<file path="config.mk">
export PLATFORM = sky130hd
export DESIGN_NAME = masked_aes_seq_ctrl
export DESIGN_NICKNAME = d
export VERILOG_FILES = /design/src/rtl/masked_aes_seq_ctrl.sv
export SDC_FILE = /design/constraint.sdc
export NUM_CORES = 1
export LEC_CHECK = 0
export ABC_AREA = 0
export BUFFER_PORTS_ARGS = -buffer_cell sky130_fd_sc_hd__buf_2
export CAP_MARGIN = 20
export CORE_UTILIZATION = 52
export DETAILED_ROUTE_END_ITERATION = 12
export GPL_ROUTABILITY_DRIVEN = 0
export GPL_TIMING_DRIVEN = 0
export PLACE_DENSITY = 0.79
export SLEW_MARGIN = 40
export SYNTH_ARGS = -nofsm -noshare
export SYNTH_HDL_FRONTEND = slang
export SYNTH_SLANG_ARGS = --single-unit
</file>
<file path="constraint.sdc">
create_clock -name clk -period 1.7 [get_ports clk]
set_input_delay 0.085 -clock clk [delete_from_list [all_inputs] [get_ports clk]]
set_output_delay 0.085 -clock clk [all_outputs]
set_load 0.005 [all_outputs]
</file>
<file path="src/rtl/masked_aes_seq_ctrl.sv">
// Control sequencer for the share-sliced masked AES-128 datapath: schedules load beats,
// key/data S-box passes, pipeline drain and the per-round ShiftRows/MixColumns update.
module masked_aes_seq_ctrl #(
    parameter int unsigned LANES    = 2,
    parameter int unsigned SBOX_LAT = 2,
    parameter int unsigned ROUNDS   = 10
) (
    input  logic       clk,
    input  logic       rst,
    input  logic       pk_valid,
    input  logic       abort,
    output logic       load_en,
    output logic       dochoosesboxin,
    output logic       doSR,
    output logic       doMC,
    output logic       key_reg_move,
    output logic       dokeyothercol,
    output logic       doxorRcon,
    output logic [7:0] Rcon,
    output logic [3:0] round,
    output logic       rnd_req,
    output logic       done,
    output logic       busy
);

    localparam int unsigned B      = 16 / LANES;
    localparam int unsigned K      = (4 + LANES - 1) / LANES;
    localparam int unsigned BK     = (B > K) ? B : K;
    localparam int unsigned CntMax = (BK > SBOX_LAT) ? BK : SBOX_LAT;
    localparam int unsigned CntW   = $clog2(CntMax + 1);

    localparam logic [CntW-1:0] LastLoad  = CntW'(B - 1);
    localparam logic [CntW-1:0] LastKey   = CntW'(K - 1);
    localparam logic [CntW-1:0] LastData  = CntW'(B - 1);
    localparam logic [CntW-1:0] LastDrain = CntW'(SBOX_LAT - 1);
    localparam logic [3:0]      LastRound = 4'(ROUNDS);

    typedef enum logic [2:0] {
        StIdle,
        StLoad,
        StKey,
        StData,
        StDrain,
        StUpd,
        StDone
    } state_e;

    state_e          state_q, state_d;
    logic [CntW-1:0] cnt_q, cnt_d;
    logic [3:0]      round_q, round_d;
    logic [7:0]      rcon_q, rcon_d;

    always_ff @(posedge clk) begin
        if (rst) begin
            state_q <= StIdle;
            cnt_q   <= '0;
            round_q <= '0;
            rcon_q  <= 8'h01;
        end else begin
            state_q <= state_d;
            cnt_q   <= cnt_d;
            round_q <= round_d;
            rcon_q  <= rcon_d;
        end
    end

    always_comb begin
        state_d = state_q;
        cnt_d   = cnt_q;
        round_d = round_q;
        rcon_d  = rcon_q;
        case (state_q)
            StIdle: begin
                // The accepting IDLE cycle is beat 0, so LOAD starts counting at 1.
                if (pk_valid && !abort) begin
                    state_d = StLoad;
                    cnt_d   = CntW'(1);
                end
            end
            StLoad: begin
                if (pk_valid) begin
                    if (cnt_q == LastLoad) begin
                        state_d = StKey;
                        cnt_d   = '0;
                        round_d = 4'd1;
                    end else begin
                        cnt_d = cnt_q + CntW'(1);
                    end
                end
            end
            StKey: begin
                if (cnt_q == LastKey) begin
                    state_d = StData;
                    cnt_d   = '0;
                end else begin
                    cnt_d = cnt_q + CntW'(1);
                end
            end
            StData: begin
                if (cnt_q == LastData) begin
                    state_d = StDrain;
                    cnt_d   = '0;
                end else begin
                    cnt_d = cnt_q + CntW'(1);
                end
            end
            StDrain: begin
                if (cnt_q == LastDrain) begin
                    state_d = StUpd;
                    cnt_d   = '0;
                end else begin
                    cnt_d = cnt_q + CntW'(1);
                end
            end
            StUpd: begin
                if (round_q < LastRound) begin
                    state_d = StKey;
                    round_d = round_q + 4'd1;
                    // GF(2^8) doubling of the round constant.
                    rcon_d  = {rcon_q[6:0], 1'b0} ^ (rcon_q[7] ? 8'h1B : 8'h00);
                end else begin
                    state_d = StDone;
                end
            end
            StDone: begin
                state_d = StIdle;
                round_d = '0;
                rcon_d  = 8'h01;
            end
            default: begin
                state_d = StIdle;
            end
        endcase

        if (abort && (state_q != StIdle)) begin
            state_d = StIdle;
            cnt_d   = '0;
            round_d = '0;
            rcon_d  = 8'h01;
        end
    end

    // Strobes decode registered state only; load_en and IDLE busy follow the handshake.
    always_comb begin
        load_en        = 1'b0;
        dochoosesboxin = 1'b0;
        doSR           = 1'b0;
        doMC           = 1'b0;
        key_reg_move   = 1'b0;
        dokeyothercol  = 1'b0;
        doxorRcon      = 1'b0;
        rnd_req        = 1'b0;
        done           = 1'b0;
        busy           = 1'b0;
        round          = round_q;
        Rcon           = rcon_q;
        case (state_q)
            StIdle: begin
                load_en = pk_valid & ~abort;
                busy    = pk_valid & ~abort;
            end
            StLoad: begin
                load_en = pk_valid & ~abort;
                busy    = 1'b1;
            end
            StKey: begin
                dochoosesboxin = 1'b1;
                key_reg_move   = 1'b1;
                rnd_req        = 1'b1;
                doxorRcon      = (cnt_q == '0);
                busy           = 1'b1;
            end
            StData: begin
                key_reg_move = 1'b1;
                rnd_req      = 1'b1;
                busy         = 1'b1;
            end
            StDrain: begin
                busy = 1'b1;
            end
            StUpd: begin
                doSR          = 1'b1;
                dokeyothercol = 1'b1;
                doMC          = (round_q < LastRound);
                busy          = 1'b1;
            end
            StDone: begin
                done = 1'b1;
            end
            default: begin
                busy = 1'b0;
            end
        endcase
    end

endmodule

</file>
==> results of run 1 <==
-- cell type report --
| cell class | count | share of cell area |
|---|---|---|
| Inverter | 6 | 0.0178 |
| Multi-Input combinational cell | 105 | 0.480 |
| Buffer | 12 | 0.0660 |
| Timing Repair Buffer | 30 | 0.116 |
| Sequential cell | 19 | 0.277 |
| Clock inverter | 1 | 0.00357 |
| Clock buffer | 3 | 0.0161 |
| Tap cell | 27 | 0.0241 |
-- tightest hold or removal path, delay by kind of cell --
family	cells	cell delay, ns
buffers and inverters	1	0.10
AND/OR/NAND/NOR	1	0.08
AO/OA/AOI/OAI	1	0.05
-- layout by cell type (no fill, tap or decap), drive strengths merged, types with 4 or more instances in the layout --
master	Yosys	final
a21oi	15	15
ha	4	4
inv	6	6
buf	10	38
dfxtp	19	19
xnor2	4	4
a31oi	6	6
nand2	18	18
nor2	9	9
nand4	7	7
clkbuf	3	7
o21ai	6	6
-- logic make-up after synthesis --
logic type / Yosys count / synth area share
compound gates: 42 / 0.242
xor+xnor: 4 / 0.0306
fa+ha+maj: 4 / 0.0437
buf+inv: 19 / 0.0950
flops: 19 / 0.332
simple gates: 55 / 0.257
-- per-stage QoR --
stage / instances / hold WS [ns] / setup TNS (ns) / util
final: 203 / 0.0438 / 0 / 0.694
after floorplan: 143 / 0.203 / 0 / -
after global placement: 195 / 0.334 / 0 / 0.645
after global routing: 203 / 0.0448 / -0.0267 / 0.694
after detailed placement: 195 / 0.361 / -0.0118 / 0.645
after CTS: 198 / 0.0409 / 0 / 0.657
-- power groups by stage --
stage / registers (mW) / clock network [mW] / logic [mW]
6_report: 0.454 / 0.234 / 0.0891
5_1_grt: 0.455 / 0.257 / 0.0973
4_1_cts: 0.454 / 0.241 / 0.0860
3_5_place_dp: 0.464 / 0 / 0.0853
3_3_place_gp: 0.464 / 0 / 0.0829
2_1_floorplan: 0.463 / 0 / 0.0614
-- repair_timing --
| item | 4_1_cts | 5_1_grt |
|---|---|---|
| setup buffers | 0 | 5 |
| hold buffers | 0 | 0 |
| pin swaps | 0 | 1 |
| setup endpoints to repair | 2 | 7 |
| gates cloned | 0 | 0 |
| gates resized for setup | 1 | 14 |
| endpoints found under the hold margin | 0 | 0 |
-- sequential cells by signal, indices dropped and copies added (netlist names) --
signal	count
Rcon	8
cnt_q	4
round	4
state_q	3
-- worst paths after layout --
check / to / cells past startpoint / from
worst min register to register: Rcon[7] / 2 / Rcon[6]
worst max register to register: state_q[1] / 6 / cnt_q[0]
worst min-delay path: Rcon[0] / 3 / rst
worst max-delay path: state_q[1] / 6 / cnt_q[0]
-- routing by layer --
layer  vias up  routed length, um  track usage
li1        572                  -            -
met1       541               1200        0.264
met2        35               1320        0.366
met3         2                106       0.0218
met4         0                 13        0.103
met5         -                  0            0
==> metrics, run 1 <==
reg-to-reg slack, setup=0.08 ns; crit-path most repeated cell=a21oi_1; count leader, synth=dfxtp_1; DIE AREA=2400 um2; Internal=between 0.5 and 0.6 mW; Setup violations, final=0; DIE HEIGHT=around 49 um; worst path arrival time=1.85 ns; CTS Buf Count=3; critical path class=register to register; Final Cell Area=roughly 1400 um2; Top Ports=26; final wirelength=2.64 mm; Yosys reg bits=19; vias in the first global route=between 900 and 1000; root buf cell=clkbuf_4; GRT Residual Overflow=0; area leader, netlist=dfxtp_1; Layout area overhead=22.4%; detailed placement HPWL=between 1.5 and 2 mm; status=finished, final reports clean; row count=16; first-pass GRT wire length=roughly 4.0 mm; worst slew margin relative to its limit=0.614; filler instances=179; CP Capture Type=register; Net Sw Frac=0.263; largest cells by area after synthesis=dfxtp_1 (33%), a21oi_1 (6.1%), nand2_1 (5.9%); antenna violations before repair=0; pre-CTS worst setup slack=-0.0118 ns; WL/cell=roughly 13 um; register area=388 um2; Clock Sink Count=19; Post-synth EDFFs=0; Critical path buffers and inverters=1; Multi-input gate area=673 um2; clock buffer depth=2; Layout Nets=185; YS warnings=0; Mapped Cells=between 100 and 150; number of max-cap violations=0; Via density=5.67; Achievable Freq=618 MHz; largest net degree at the start of global routing=14; commonest cells in the netlist=dfxtp_1 (19), nand2_1 (18), a21oi_1 (14); unrepaired setup endpoints after global routing=yes; clock share of power=0.301; cell family with most CP delay=simple AND/OR/NAND/NOR gates; combinational share of power=0.115; Clock Skew=0.00260 ns; Max FO, Critical Path=6; initial core utilization=0.567; final period utilization=0.952; leakage=0.626 nW; 1st-pass router iterations=4; vias=1150; Slowest cell on crit path=or3b_2; CTS H-tree depth=1; Clock Pin Slew Worst Setup and Hold Paths=0.11 ns; NetSw=0.204 mW; Mean Syn Cell Area=8.01 um2; Worst Tran Pin Value=0.573 ns; Synth Cell Area=1150 um2; share of the synthesized area in the top cell type=0.332; Port Buffers=25; Data required, critical path=around 1.9 ns; Hold Fails Final Rpt=0; Cell Area, Placed=1310 um2; power per cell area=approximately 550 nW/um2; Core Area=approximately 2000 um2; Starting DRT DRC Count=28; HP Class=primary input to register; distinct cell type count after synthesis=40; # DRC=0; Synth Flop Type=dfxtp_1; sequential share of power=0.584; Ant. Diodes=0; Die X=48.9 um; crit start category=register; CTS tree=done; power consumption=roughly 0.78 mW; worst skew pair latency=0.30 ns; min Tclk post-route=1.62 ns; Crit path largest cell delay=approximately 0.43 ns; CP Cell Sequence=ha_1, and3b_1, clkbuf_4, a21oi_1, or3b_2, a21oi_1; VDD IR max=0.350 mV; sequential area share after synthesis=0.332; Tot GR Track Use=0.213; Syn Nets=151; ys async rst share=0; share of layout cells above drive strength 1=0.335; Max Transition Viols Final=0; Final ANT Viol Nets=0; Final WS setup=0.0816 ns
Power figures use the tool's default switching activity.
==> inputs of run 2 (changes only) <==
Settings changed: ABC_AREA 0 to 1, CORE_MARGIN from default to 2, CORE_UTILIZATION 52 to 54, PLACE_DENSITY 0.79 to 0.81.
==> run 2 against run 1 <==
  * Non-clock buffer count down 9
  * Worst setup slack better by 0.075 ns
  * Register-to-register slack better by 0.17 ns
  * Via count up 7.2%
  * Sequential power up 22%
  * Critical path type is now register to output port
  * Largest cell class unchanged
  * Design area up 5.0%
  * Cell count up 20%
  * Critical endpoint is now dokeyothercol
==> metrics, run 2 <==
status=finished, final reports clean; ys async rst share=0 (unchanged); final wirelength=2.69 mm (+2.2%); Setup TNS Final=0 ns (unchanged); Tot GR Track Use=0.217 (+0.00418); most frequent cells in the layout=nand2_1 (46), buf_2 (26), nor2_1 (23), nand3_1 (20), dfxtp_1 (19); vias=1233 (+7.2%); crit start category=register; Port Buffers=25 (unchanged); CTS tree=done; Clock Pin Slew Worst Setup and Hold Paths=0.10 ns (about the same); Core Area=2230 um2 (+10%); unrepaired setup endpoints after global routing=no; power per cell area=1260 nW/um2 (+130%); Setup violations, final=0 (unchanged); Layout area overhead=14.5%; Post-CTS Hold Buffers=0 (unchanged); CTS Buf Count=3 (unchanged); sequential share of power=0.297 (-0.287); Syn Nets=194 (+28%); Mapped Cells=186 (+30%); Max FO, Critical Path=10 (+4); share of the synthesized area in the top cell type=0.296 (-0.0362); Die X=52.8 um (+7.9%); Worst R2R Start=cnt_q[0]; Min Hold Slack=0.0775 ns (+0.0337 ns); final period utilization=0.908 (-0.0442); power consumption=1.86 mW (+140%); VDD IR max=0.630 mV (+80%); filler instances=217 (+21%); distinct cell type count after synthesis=29 (-28%); Mean Syn Cell Area=6.92 um2 (-14%); Net Sw Frac=0.474 (+0.211); YS warnings=0 (unchanged); worst slew margin relative to its limit=0.797 (+0.182); Internal=0.979 mW (+71%); Clock Sink Count=19 (unchanged); Data required, critical path=1.62 ns (-0.31 ns); antenna violations before repair=0 (unchanged); Hold EP=state_q[1]; Synth Cell Area=1290 um2 (+12%); count leader, synth=nand2_1; sequential area share after synthesis=0.296 (-0.0362); Ant. Diodes=0 (unchanged); Final ANT Viol Nets=0 (unchanged); DIE HEIGHT=52.8 um (+7.9%); post-layout util=0.659 (-0.0343); postcts setup bufs=0 (unchanged); share of layout cells above drive strength 1=0.265 (-0.0701); Final WS setup=0.157 ns (+0.0751 ns); worst skew pair latency=0.30 ns (about the same); Yosys reg bits=19 (unchanged); most common cell after layout, fill and taps aside=nand2_1; Via density=5.07 (-10%); Synth Flop Type=dfxtp_1; largest net degree at the start of global routing=11 (-3); critical path class=register to output port; initial core utilization=0.576 (+0.00908); max reg flops=8 (unchanged); min Tclk post-route=1.54 ns (-0.0751 ns); Layout Nets=224 (+21%); row count=17 (+1); 1st-pass router iterations=4 (unchanged); CTS H-tree depth=1 (unchanged); Post-CTS Resized=0 (-1); clock share of power=0.121 (-0.180); number of max-cap violations=0 (unchanged); commonest cells in the netlist=nand2_1 (46), nor2_1 (23), nand3_1 (20); CP Capture Type=output port; first-pass GRT wire length=4.51 mm (+13%); combinational share of power=0.583 (+0.468); area leader, netlist=dfxtp_1; vias in the first global route=1091 (+13%); Max Transition Viols Final=0 (unchanged); hold path start=rst; Worst Tran Pin Value=0.304 ns (-0.269 ns); root buf cell=clkbuf_4; WL/cell=11.1 um (-15%); GRT Residual Overflow=0 (unchanged); Top Ports=26 (unchanged); RR Endpoint=round[3]; Hold Fails Final Rpt=0 (unchanged); reg-to-reg slack, setup=0.25 ns (+0.17 ns); HP Class=primary input to register; Hold Crit Depth=4 (+1); leakage=0.725 nW (+16%); Clock Skew=0.00446 ns (+0.00186 ns); worst path arrival time=1.46 ns (-0.39 ns); Post-synth EDFFs=0 (unchanged); DIE AREA=2790 um2 (+16%); NetSw=0.883 mW (+330%); largest cells by area after synthesis=dfxtp_1 (30%), nand2_1 (13%), nand3_1 (7.8%); pre-CTS worst setup slack=0.304 ns (+0.316 ns); Achievable Freq=648 MHz (+4.9%); detailed placement HPWL=2.18 mm (+17%); # DRC=0 (unchanged); Starting DRT DRC Count=22 (-21%); clock buffer depth=2 (unchanged); Reg2Reg Depth=7 (+1)
-- run 2: cell types whose count changed in the layout (fill, tap and decap cells not counted), sizes merged, moves of 5 or more --
| cell | before | now |
|---|---|---|
| a31oi | 6 | 0 |
| buf | 38 | 32 |
| nand3 | 3 | 21 |
| inv | 6 | 20 |
| nor2 | 9 | 31 |
| nand2 | 18 | 51 |
| nand4 | 7 | 2 |
-- run 2: how the worst max path moves through the flow --
stage	start	end	slack [ns]	depth (start not counted)
6_report	state_q[1]	dokeyothercol	0.16	6
5_1_grt	state_q[1]	doxorRcon	0.04	6
4_1_cts	state_q[1]	doxorRcon	0.14	6
3_5_place_dp	cnt_q[0]	round[1]	0.30	6
3_3_place_gp	cnt_q[0]	round[1]	0.31	6
2_1_floorplan	cnt_q[0]	round[1]	0.47	6
-- run 2: cells by family (layout without fill, tap and decap cells) --
family	count (synthesis)	count (layout)	synth area share
and+or+nand+nor	108	108	0.406
buffers and inverters	30	59	0.122
AOI/OAI and AO/OA	20	20	0.104
DFF	19	19	0.296
xor gates and xnor gates	5	5	0.0341
adders and majority gates	4	4	0.0389
-- run 2: metal layers --
metal	wire length [um]	vias up	part of all wire	global-route usage
met3	152	3	0.056	0.0171
met1	1170	549	0.44	0.272
met4	32	0	0.012	0.0897
met5	0	-	0	0
met2	1340	37	0.50	0.377
li1	-	644	-	-
-- run 2: critical path, cell delays in order (launching register included) --
cell and delay [ns]:
dfxtp_1 0.32, buf_6 0.15, clkinv_4 0.07, nand2_1 0.09
nor2_1 0.27, buf_4 0.16, buf_2 0.10
-- run 2: area by class of cell --
type | count | area [um2] | share of cell area
well taps | 28 | 35.0 | 0.0238
plain buffers | 8 | 68.8 | 0.0467
flip-flops and latches | 19 | 380 | 0.258
repair buffers | 25 | 125 | 0.0850
inverters | 22 | 87.6 | 0.0595
clock buffers | 4 | 26.3 | 0.0178
multi-input cells | 137 | 749 | 0.509
-- run 2: power groups by stage --
stage               clock [mW]  sequential [mW]  combinational [mW]
finish                   0.225            0.552                1.08
global route             0.239            0.562                1.25
CTS                      0.232            0.552                1.09
detailed placement           0            0.561                1.09
global placement             0            0.561                1.06
floorplan                    0            0.554               0.843
-- run 2: metrics by stage --
step	cell area, um2	instances
2_1_floorplan	1290	186
3_3_place_gp	1450	239
3_5_place_dp	1450	239
4_1_cts	1470	243
5_1_grt	1470	243
6_report	1470	243
